===== src/rtl/key_pulse_gen_pkg.sv =====
// key_pulse_gen_pkg: shared types for the button front end.
// FSM state encoding, key index names, counter width helper.
package key_pulse_gen_pkg;

  typedef enum logic [1:0] {
    IDLE  = 2'd0,
    PULSE = 2'd1,
    GAP   = 2'd2
  } state_t;

  localparam int KEY_CAT   = 3;
  localparam int KEY_DOG   = 2;
  localparam int KEY_MOUSE = 1;
  localparam int KEY_CANOE = 0;

  // Bits needed to hold values 0..n-1, never less than one.
  function automatic int cnt_w(int n);
    return (n > 1) ? $clog2(n) : 1;
  endfunction

endpackage


===== src/rtl/key_pulse_gen_debounce.sv =====
// key_debounce: 2-FF sync, polarity normalize, debounce, press event.
// Ports: clk_1kHz, rst (async high), btn_raw in; press out (1 cycle).
module key_debounce
  import key_pulse_gen_pkg::*;
#(
  parameter int DEBOUNCE_CNT = 20,
  parameter bit ACTIVE_LOW   = 1'b0
) (
  input  logic clk_1kHz,
  input  logic rst,
  input  logic btn_raw,
  output logic press
);

  localparam int CW = cnt_w(DEBOUNCE_CNT + 1);
  localparam logic [CW-1:0] CNT_LAST = CW'(DEBOUNCE_CNT - 1);

  logic          sync1;
  logic          sync2;
  logic          synced;
  logic          stable;
  logic          stable_d;
  logic [CW-1:0] cnt;

  // Sync FFs reset to the raw released level so reset never
  // looks like a press to the debouncer.
  assign synced = sync2 ^ ACTIVE_LOW;

  always_ff @(posedge clk_1kHz or posedge rst) begin
    if (rst) begin
      sync1    <= ACTIVE_LOW;
      sync2    <= ACTIVE_LOW;
      stable   <= 1'b0;
      stable_d <= 1'b0;
      cnt      <= '0;
    end else begin
      sync1    <= btn_raw;
      sync2    <= sync1;
      stable_d <= stable;
      if (synced == stable) begin
        cnt <= '0;
      end else if (cnt == CNT_LAST) begin
        stable <= synced;
        cnt    <= '0;
      end else begin
        cnt <= cnt + 1'b1;
      end
    end
  end

  // Only the released->pressed transition is an event.
  assign press = stable & ~stable_d;

endmodule


===== src/rtl/key_pulse_gen.sv =====
// key_pulse_gen: debounced, prioritized, stretched button pulses.
// Ports: clk_1kHz, rst, btn_in[N] in; btn_out[N], pending[N], busy out.
module key_pulse_gen
  import key_pulse_gen_pkg::*;
#(
  parameter int N_KEYS       = 4,
  parameter int DEBOUNCE_CNT = 20,
  parameter int PULSE_CYCLES = 4,
  parameter int GAP_CYCLES   = 2,
  parameter bit ACTIVE_LOW   = 1'b0
) (
  input  logic              clk_1kHz,
  input  logic              rst,
  input  logic [N_KEYS-1:0] btn_in,
  output logic [N_KEYS-1:0] btn_out,
  output logic [N_KEYS-1:0] pending,
  output logic              busy
);

  localparam int PW = cnt_w(PULSE_CYCLES);
  localparam int GW = cnt_w(GAP_CYCLES);
  localparam logic [PW-1:0] P_LAST = PW'(PULSE_CYCLES - 1);
  localparam logic [GW-1:0] G_LAST = GW'(GAP_CYCLES - 1);

  logic [N_KEYS-1:0] press;

  for (genvar k = 0; k < N_KEYS; k++) begin : g_key
    key_debounce #(
      .DEBOUNCE_CNT(DEBOUNCE_CNT),
      .ACTIVE_LOW  (ACTIVE_LOW)
    ) u_deb (
      .clk_1kHz(clk_1kHz),
      .rst     (rst),
      .btn_raw (btn_in[k]),
      .press   (press[k])
    );
  end

  state_t            state;
  state_t            state_n;
  logic [N_KEYS-1:0] sel;
  logic [N_KEYS-1:0] sel_n;
  logic [N_KEYS-1:0] hi;
  logic [N_KEYS-1:0] clr;
  logic [N_KEYS-1:0] pending_n;
  logic [N_KEYS-1:0] btn_out_n;
  logic [PW-1:0]     pcnt;
  logic [PW-1:0]     pcnt_n;
  logic [GW-1:0]     gcnt;
  logic [GW-1:0]     gcnt_n;

  always_ff @(posedge clk_1kHz or posedge rst) begin
    if (rst) begin
      state   <= IDLE;
      sel     <= '0;
      pcnt    <= '0;
      gcnt    <= '0;
      btn_out <= '0;
      pending <= '0;
    end else begin
      state   <= state_n;
      sel     <= sel_n;
      pcnt    <= pcnt_n;
      gcnt    <= gcnt_n;
      btn_out <= btn_out_n;
      pending <= pending_n;
    end
  end

  always_comb begin
    state_n   = state;
    sel_n     = sel;
    pcnt_n    = pcnt;
    gcnt_n    = gcnt;
    btn_out_n = '0;
    clr       = '0;
    hi        = '0;
    // Highest set index wins; later iterations override.
    for (int i = 0; i < N_KEYS; i++) begin
      if (pending[i]) begin
        hi    = '0;
        hi[i] = 1'b1;
      end
    end
    unique case (state)
      IDLE: begin
        if (|pending) begin
          sel_n     = hi;
          clr       = hi;
          state_n   = PULSE;
          pcnt_n    = '0;
          btn_out_n = hi;
        end
      end
      PULSE: begin
        if (pcnt == P_LAST) begin
          state_n = GAP;
          gcnt_n  = '0;
        end else begin
          pcnt_n    = pcnt + 1'b1;
          btn_out_n = sel;
        end
      end
      GAP: begin
        if (gcnt == G_LAST) begin
          state_n = IDLE;
        end else begin
          gcnt_n = gcnt + 1'b1;
        end
      end
      default: state_n = IDLE;
    endcase
    // A new press beats the dispatch clear, even for the same key.
    pending_n = (pending & ~clr) | press;
  end

  assign busy = (state != IDLE) | (|pending);

endmodule


===== config.mk =====
export PLATFORM = sky130hd
export DESIGN_NAME = key_pulse_gen
export DESIGN_NICKNAME = d
export VERILOG_FILES = /design/src/rtl/key_pulse_gen_pkg.sv /design/src/rtl/key_pulse_gen_debounce.sv /design/src/rtl/key_pulse_gen.sv
export SDC_FILE = /design/constraint.sdc
export NUM_CORES = 1
export LEC_CHECK = 0
export CAP_MARGIN = 40
export CORE_ASPECT_RATIO = 1.5
export CORE_MARGIN = 10
export CORE_UTILIZATION = 47
export CTS_CLUSTER_DIAMETER = 40
export DETAILED_ROUTE_END_ITERATION = 7
export PLACE_DENSITY = 0.66
export REMOVE_ABC_BUFFERS = 1
export SYNTH_ARGS = -nofsm -noshare
export SYNTH_HDL_FRONTEND = slang
export SYNTH_SLANG_ARGS = --single-unit

===== constraint.sdc =====
create_clock -name clk_1kHz -period 3.6 [get_ports clk_1kHz]
set_input_delay 0.36 -clock clk_1kHz [delete_from_list [all_inputs] [get_ports clk_1kHz]]
set_output_delay 0.36 -clock clk_1kHz [all_outputs]
set_load 0.02 [all_outputs]

==> results.cfg <==
[run_status]
run_status = completed

[routing]
drcViolationCount = 0
vias = 1271
drtAntennaViolNets = 0
dr.pass1.iters = 4
avgViaCountPerCell = 5.39
route.detailed.wl_per_inst_um = 14.1
first_iter_violations = 89
routed_wl_mm = 3.32

[timing]
hold_viol = 0
max_freq_mhz = 421
setup_viol = 0
finalClockSkew_ns = 0.00344
maxSlewHeadroom_pct = 62.3
finalCritPeriodShare_pct = 65.9
drv_slew = 0
rsz0062_at_grt = false
fin_tns_setup_ns = 0
worst_pin_slew_ns = 0.561
finalCriticalPeriod_ns = 2.37

[power_and_ir_drop]
ir_worst_vdd_mv = 0.327
power_frac_comb_pct = 4.6
p_per_area_mw_per_mm2 = 417
seqPwrFrac_pct = 63.3
netSwitchingPower_w = 0.000219
fin_total_pwr_w = 0.000986
p_sw_share_pct = 22.2
p_clk_share_pct = 32.1
power_leakage_nw = 1.11
intPower_w = 0.000767

[yosys]
yosys.area.top_type_share_pct = 63.7
ys_types = 33
ys_seq_area_share_pct = 63.7
synth_area_leaders = dfrtp_1 64%, xor2_1 4.6%, nor2_1 3.4%
yosysWarnings = 0
synthFlopType = dfrtp_1
avgSynthCellArea_sq_um = 12.2
synthCells = 170
synth_top_area_cell = dfrtp_1
syn-cell-area_sq_mm = 0.00208
async_flop_share_pct = 100
synth_seq_cells = 53
synth_edf_count = 0

[cells_and_area]
final_cell_mix = 53 x dfrtp_1, 19 x nor2_1, 14 x clkdlybuf4s50_1
finalNonFillerCells = 236
num_antenna_cells = 0
fin_nets = 200
final_common_cell = dfrtp_1
area_growth_pct = 13.7
drive_gt1_share_pct = 8.42

[cts]
cts_made_buffers = 5
clock-sinks = 53
insertion_delay_ns = 0.30
ctsResizeCount = 0
clock_path_buffers = 2
cts_tree = built
postCtsSetupBuffers = 0
clk_pin_slew_ns = 0.09
htreeDepth = 2
cts_root_buf = clkbuf_8
cts_hold_buf = 0

[die]
io_pins = 15
start_util_pct = 49.0
coreArea_sq_mm = 0.00425
die_width_um = 74.3
die_y_um = 101
num_rows = 29
dieArea_sq_mm = 0.00754

[min_path]
min_delay_path_depth = 0
hold_class = flop to flop

[place]
place_hpwl_mm = 2.42
gp_congestion = 0.859
numPortBuffers = 14
place_inst = 228

[critical_path]
critical_path.startpoint_type = flop
worstSetupEndpointType = output pin
path_max_fanout = 9
critPathKind = flop to output pin
rr_worst_depth = 4
arrival_ns = 2.01
cp_data_required_time_ns = 3.24

[global_route]
grt.total_usage_pct = 9.94
grt_antenna_before_repair = 0
grt_pass1_vias = 1366
grt_max_degree = 28
grt_first_pass_wirelength_mm = 5.92
globalRouteOverflowTotal = 0

[job]
cap_violations = 0
[final cells by class]
type	instances	area [sq um]
clock inverter	2	10.0
multi-input combinational	104	702
sequential	53	1330
tap	46	57.6
fill	356	1880
inverter	10	37.5
timing repair buffer	15	160
clock buffer	6	72.6
[worst paths after layout]
| kind | from | endpoint | slack [ns] |
|---|---|---|---|
| max | pending[3] | busy | 1.23 |
| min | g_key[0].u_deb.sync1 | g_key[0].u_deb.sync2 | 0.35 |
| max reg2reg | pcnt[0] | pcnt[0] | 2.15 |
| min reg2reg | g_key[0].u_deb.sync1 | g_key[0].u_deb.sync2 | 0.35 |
| max in group asynchronous | rst | g_key[3].u_deb.cnt[2] | 2.64 |
| min in group asynchronous | rst | g_key[2].u_deb.sync1 | 0.43 |
[cells in the mapped netlist (2+ instances only)]
library cell / instances
dfrtp_1: 53
o22ai_1: 3
and2_1: 4
nor3_1: 4
xnor2_1: 5
o31ai_1: 4
inv_1: 10
xor2_1: 11
nand3_1: 8
a22o_1: 4
mux2_2: 4
o21ai_0: 2
nand3b_1: 4
nand2_1: 7
ha_1: 5
nor2_1: 19
a21oi_1: 7
[worst max-delay path, cell delays in order (launching register included)]
cell,delay [ns]
dfrtp_1,0.47
or3_4,0.44
nor3_2,0.18
nand2_1,0.08
clkdlybuf4s50_1,0.55
[state kept, by name (all words and copies together) (netlist names), 4 cells and up]
signal and cells:
sel 4, g_key.u_deb.cnt 20, g_key.u_deb.stable_d 4, pending 4, g_key.u_deb.stable 4, btn_out 4
g_key.u_deb.sync1 4, g_key.u_deb.sync2 4
[through the flow]
step / util, % / hold WS [ns] / worst slack [ns] / instance area [sq um]
floorplan: - / 0.331 / 1.95 / 2070
global placement: 53.3 / 0.332 / 1.57 / 2260
detailed placement: 53.8 / 0.336 / 1.56 / 2280
CTS: 55.7 / 0.357 / 1.20 / 2370
global route: 55.7 / 0.363 / 1.08 / 2370
finish: 55.7 / 0.354 / 1.23 / 2370
[kinds of logic (layout without fill, tap and decap cells)]
logic type,Yosys count,after routing,synth area share [%]
xor+xnor,16,16,6.73
mux,5,5,2.65
simple gates,55,55,13.8
buf+inv,13,33,2.53
compound gates,23,23,7.52
fa+ha+maj,5,5,3.01
flops,53,53,63.7
[layer usage]
layer / up-vias / global-route usage [%] / share of wire [%]
li1: 614 / - / -
met1: 628 / 10.5 / 39
met2: 20 / 16.9 / 54
met3: 9 / 2.84 / 4.8
met4: 0 / 5.93 / 2.9
met5: - / 0 / 0
[power by group through the flow]
stage	registers (W)	logic, W	clock network, W
finish	0.000624	0.0000455	0.000317
global route	0.000627	0.0000543	0.000351
CTS	0.000624	0.0000477	0.000334
detailed placement	0.000636	0.0000476	0
global placement	0.000634	0.0000418	0
floorplan	0.000633	0.0000310	0
Power figures use the tool's default switching activity.
==> patch 1, RTL diff (config.mk and constraints unchanged) <==
`ACTIVE_LOW` is set to 1'b0 in 2 places; all go to 1'b1.
--- a/src/rtl/key_pulse_gen_debounce.sv
+++ b/src/rtl/key_pulse_gen_debounce.sv
@@ -6,3 +6,3 @@
   parameter int DEBOUNCE_CNT = 20,
-  parameter bit ACTIVE_LOW   = 1'b0
+  parameter bit ACTIVE_LOW   = 1'b1
 ) (
--- a/src/rtl/key_pulse_gen.sv
+++ b/src/rtl/key_pulse_gen.sv
@@ -9,3 +9,3 @@
   parameter int GAP_CYCLES   = 2,
-  parameter bit ACTIVE_LOW   = 1'b0
+  parameter bit ACTIVE_LOW   = 1'b1
 ) (
Behaviour: no difference found for any inputs over 10 cycles, from zero or initial values and one cycle with rst high; that may be too few to reach the edited logic, so the function may still have changed.
==> patch 1 against the original RTL <==
  * Design area up 2.2%
  * Sequential cell count unchanged
  * Worst hold slack better by 0.0027 ns
  * Routed wire length down 2.4%
  * Final cell count down 0.42%
  * Core utilization up 0.75 points
  * Largest power group unchanged
  * Synthesized area up 1.3%
  * Power up 9.4%
  * Setup slack worse by 0.0083 ns
  * Sequential share of layout area down 0.80 points
  * Critical path depth unchanged
  * First-iteration DRC count down 19%
==> patch 1: results (changes against the original RTL) <==
[setup_path]
rrSetupSlack_ns=2.20  ; +0.05 ns
crit_path_max_fanout=9  ; unchanged
cp.arrival_ns=2.02

[placed_design]
dp_hpwl_mm=2.40  ; -0.88%
gp_congestion=0.846  ; -1.5%

[yosys]
netlist_top_cells_count=45 x dfrtp_1, 19 x nor2_1, 10 x xnor2_1, 9 x inv_1
synth_mux_area_frac=0.00950  ; -0.0170
synth-compound-area-share=0.0777  ; +0.00258
yosysSeqAreaShare=0.634  ; -0.00357
async_flop_share=1.00  ; unchanged
synth_cell_types=37  ; +12%
synthTopCellsByArea=dfrtp_1 53%, dfstp_2 10%, xnor2_1 4.2%, nor2_1 3.4%, ha_1 3.0%
synthAdderAreaFrac=0.0297  ; -0.000393

[min_path]
hold_class=in -> async

[run_status]
outcome=finished clean

[global_route]
grt_pass1_vias=1359  ; -0.51%
grt_pass1_wl_mm=5.79  ; -2.2%
grt_max_degree=38  ; +36%

[sta]
skew_ns=0.00484  ; +0.00140 ns
worstMarginPinSlew_ns=0.409  ; -0.152 ns

[cells_and_area]
num-fill-cells=379  ; +6.5%
drive_gt1_frac=0.127  ; +0.0428
fin_nets=199  ; -0.50%

[detailed_routing]
viasPerCell=5.41  ; +0.43%
wl_per_cell_um=13.8  ; -2.0%
drtIter0Drc=72  ; -19%

[power]
max-vdd-ir-drop_uv=300  ; -8.4%
p_leak_nw=1.10  ; -0.29%

patch 1: changes by cell type in the layout (fill, tap and decap cells not counted), sizes merged, moves of 3 or more:
cell and change:
nor3 -3, dfrtp -8, dfstp +8, xor2 -5, xnor2 +5, mux2 -4
patch 1: routing by layer:
metal  global-route usage  up-vias  wire, um
met2                0.166       22      1730
met5                    0        -         0
met4               0.0439        0        58
li1                     -      607         -
met1                0.102      636      1320
met3               0.0349        6       130
patch 1: worst max-delay path, stage by stage, from the launching register on:
cell	delay (ns)
dfrtp_1	0.47
or3_4	0.45
nor3_2	0.19
nand2_1	0.08
clkdlybuf4s50_1	0.54
patch 1: area by class of cell:
| type | count | area share |
|---|---|---|
| Multi-Input combinational cell | 104 | 0.295 |
| Timing Repair Buffer | 15 | 0.0662 |
| Inverter | 9 | 0.0140 |
| Tap cell | 46 | 0.0238 |
| Clock buffer | 7 | 0.0357 |
| Sequential cell | 53 | 0.553 |
| Clock inverter | 1 | 0.0124 |
patch 1: final timing paths:
path / endpoint / cells past startpoint
max: busy / 4
min: g_key[3].u_deb.cnt[4]$_DFF_PP0_ / 2
max reg2reg: pcnt[0]$_DFFE_PP0P_ / 4
min reg2reg: g_key[1].u_deb.sync2$_DFF_PP1_ / 0
max in group asynchronous: g_key[0].u_deb.sync1$_DFF_PP1_ / 3
min in group clk_1kHz: g_key[1].u_deb.sync2$_DFF_PP1_ / 0
patch 1: power by group:
part	total [mW]	switching [mW]	internal, mW
Combinational	0.0477	0.0256	0.0220
Clock	0.403	0.176	0.227
Sequential	0.628	0.0126	0.616
patch 1: logic make-up (layout without fill, tap and decap cells):
| group | count (synthesis) | in the layout |
|---|---|---|
| buf+inv | 12 | 32 |
| mux | 2 | 2 |
| xor+xnor | 16 | 16 |
| flops | 53 | 53 |
| compound gates | 23 | 23 |
| simple gates | 58 | 58 |
| fa+ha+maj | 5 | 5 |
patch 1: through the flow:
step	setup WS [ns]	hold WS (ns)	power [mW]	cells	cell area, um^2
after global routing	1.09	0.365	1.13	235	2420
after global placement	1.56	0.346	0.682	226	2280
after floorplan	1.96	0.345	0.669	166	2080
after detailed placement	1.54	0.347	0.690	227	2300
after CTS	1.21	0.356	1.10	235	2420
final	1.22	0.357	1.08	235	2420
==> patch 2, RTL diff (same settings) <==
Made on the original files. Put one more register stage on the output `btn_out`, cleared by the reset. The value now appears one clock later. The other outputs are not delayed to match.
--- a/src/rtl/key_pulse_gen.sv
+++ b/src/rtl/key_pulse_gen.sv
@@ -23,2 +23,4 @@
   localparam logic [GW-1:0] G_LAST = GW'(GAP_CYCLES - 1);
+
+  logic [N_KEYS-1:0] btn_s0;
 
@@ -57,3 +59,3 @@
       gcnt    <= '0;
-      btn_out <= '0;
+      btn_s0 <= '0;
       pending <= '0;
@@ -64,3 +66,3 @@
       gcnt    <= gcnt_n;
-      btn_out <= btn_out_n;
+      btn_s0 <= btn_out_n;
       pending <= pending_n;
@@ -118,2 +120,10 @@
 
+  always_ff @(posedge clk_1kHz or posedge rst) begin
+    if (rst) begin
+      btn_out <= '0;
+    end else begin
+      btn_out <= btn_s0;
+    end
+  end
+
 endmodule
Behaviour: no difference found for any inputs over 10 cycles, from zero or initial values and one cycle with rst high; that may be too few to reach the edited logic, so the function may still have changed.
==> patch 2 against the original RTL <==
  * Sequential cell count up 4
  * Design area rose by 9.3%
  * Synthesized area is 5.1% higher
  * Setup slack got worse by 0.0077 ns
  * Power up 31%
  * Final cell count up 6.4%
  * Combinational power up 2%
  * Die area rose by 3.9%
  * Largest cell class unchanged
  * Worst hold slack got worse by 0.0079 ns
  * Routed wire length rose by 2.8%
==> patch 2: results (changes against the original RTL) <==
[placed_design]
place_ws_ns=1.58  ; +0.0155 ns
dp_hpwl_mm=2.40  ; -0.76%

[yosys]
synth_xor_area_frac=0.0641  ; -0.00324
synth_cell_types=32  ; -3.0%
synthTopCellsByArea=dfrtp_1 65%, xor2_1 4.4%, nor2_1 3.6%, ha_1 2.9%, nand3_1 2.1%
syn_avg_cell_area_um2=12.4  ; +1.5%
synth_mux_area_frac=0.0252  ; -0.00127
yosysSeqAreaShare=0.653  ; +0.0151
netlist_top_cells_count=57 x dfrtp_1, 21 x nor2_1, 11 x xor2_1, 10 x inv_1, 9 x nand3_1
synth-compound-area-share=0.0716  ; -0.00361
synthAdderAreaFrac=0.0286  ; -0.00145

[cts]
insertion_delay_ns=0.33  ; +0.03 ns
cts_buffers=9  ; +4

[min_path]
hold_end=g_key[2].u_deb.sync2$_DFF_PP0_
hp-start=g_key[2].u_deb.sync1$_DFF_PP0_

[detailed_routing]
drtIter0Drc=145  ; +63%
wl_per_cell_um=13.6  ; -3.4%
viasPerCell=5.34  ; -0.87%
postRouteWirelength_mm=3.41  ; +2.8%

[sta]
skew_ns=0.00496  ; +0.00151 ns
maxSlewHeadroom=0.601  ; -0.0216

[power]
p_sw_uw=267  ; +22%
swShare=0.206  ; -0.0164
pg_clk_uw=579  ; +83%
max-vdd-ir-drop_uv=319  ; -2.4%
p_leak_nw=1.23  ; +11%
p_comb_frac=0.036  ; -0.010

[cells_and_area]
num-fill-cells=380  ; +6.7%
fin_nets=210  ; +5.0%

[global_route]
grt_max_degree=34  ; +21%
grt_usage=0.102  ; +0.00217

[run_status]
outcome=finished clean

## patch 2: cell count changes after synthesis, sizes merged
| cell | unedited run | this run |
|---|---|---|
| dfrtp | 53 | 57 |
| nand3b | 4 | 2 |
| nor2 | 19 | 21 |
| o21ai | 3 | 5 |
| a21oi | 7 | 6 |
| buf | 2 | 1 |
| clkbuf | 1 | 2 |
| nand3 | 8 | 9 |
| nor2b | 0 | 1 |
| nor3b | 1 | 2 |
| o22ai | 3 | 2 |
| or3 | 2 | 1 |
## patch 2: per-layer routing
layer  vias to the layer above  wire (um)  GRT usage
li1                        644          -          -
met1                       662       1460      0.111
met2                        24       1730      0.157
met3                        10        125     0.0306
met4                         0         87     0.0773
met5                         -          0          0
## patch 2: how the worst max path moves through the flow
stage,to,from,slack [ns]
after CTS,busy,pending[3]$_DFF_PP0_,1.21
after global routing,busy,pending[3]$_DFF_PP0_,1.11
after global placement,busy,pending[3]$_DFF_PP0_,1.59
after floorplan,btn_out[0]$_DFF_PP0_,rst,1.84
final,busy,pending[3]$_DFF_PP0_,1.22
after detailed placement,busy,pending[3]$_DFF_PP0_,1.58
## patch 2: cell type report
cell class | count | area [um^2] | share of cell area
clock buffer | 12 | 155 | 0.0600
multi-input combinational | 106 | 707 | 0.273
timing repair buffer | 15 | 160 | 0.0619
tap | 48 | 60.1 | 0.0232
clock inverter | 3 | 40.0 | 0.0155
sequential | 57 | 1430 | 0.552
inverter | 10 | 37.5 | 0.0145
## patch 2: metrics by stage
step | area (um^2) | utilization | hold slack (ns)
2_1_floorplan | 2170 | - | 0.331
3_3_place_gp | 2370 | 0.526 | 0.333
3_5_place_dp | 2390 | 0.531 | 0.335
4_1_cts | 2590 | 0.574 | 0.350
5_1_grt | 2590 | 0.574 | 0.356
6_report | 2590 | 0.574 | 0.346
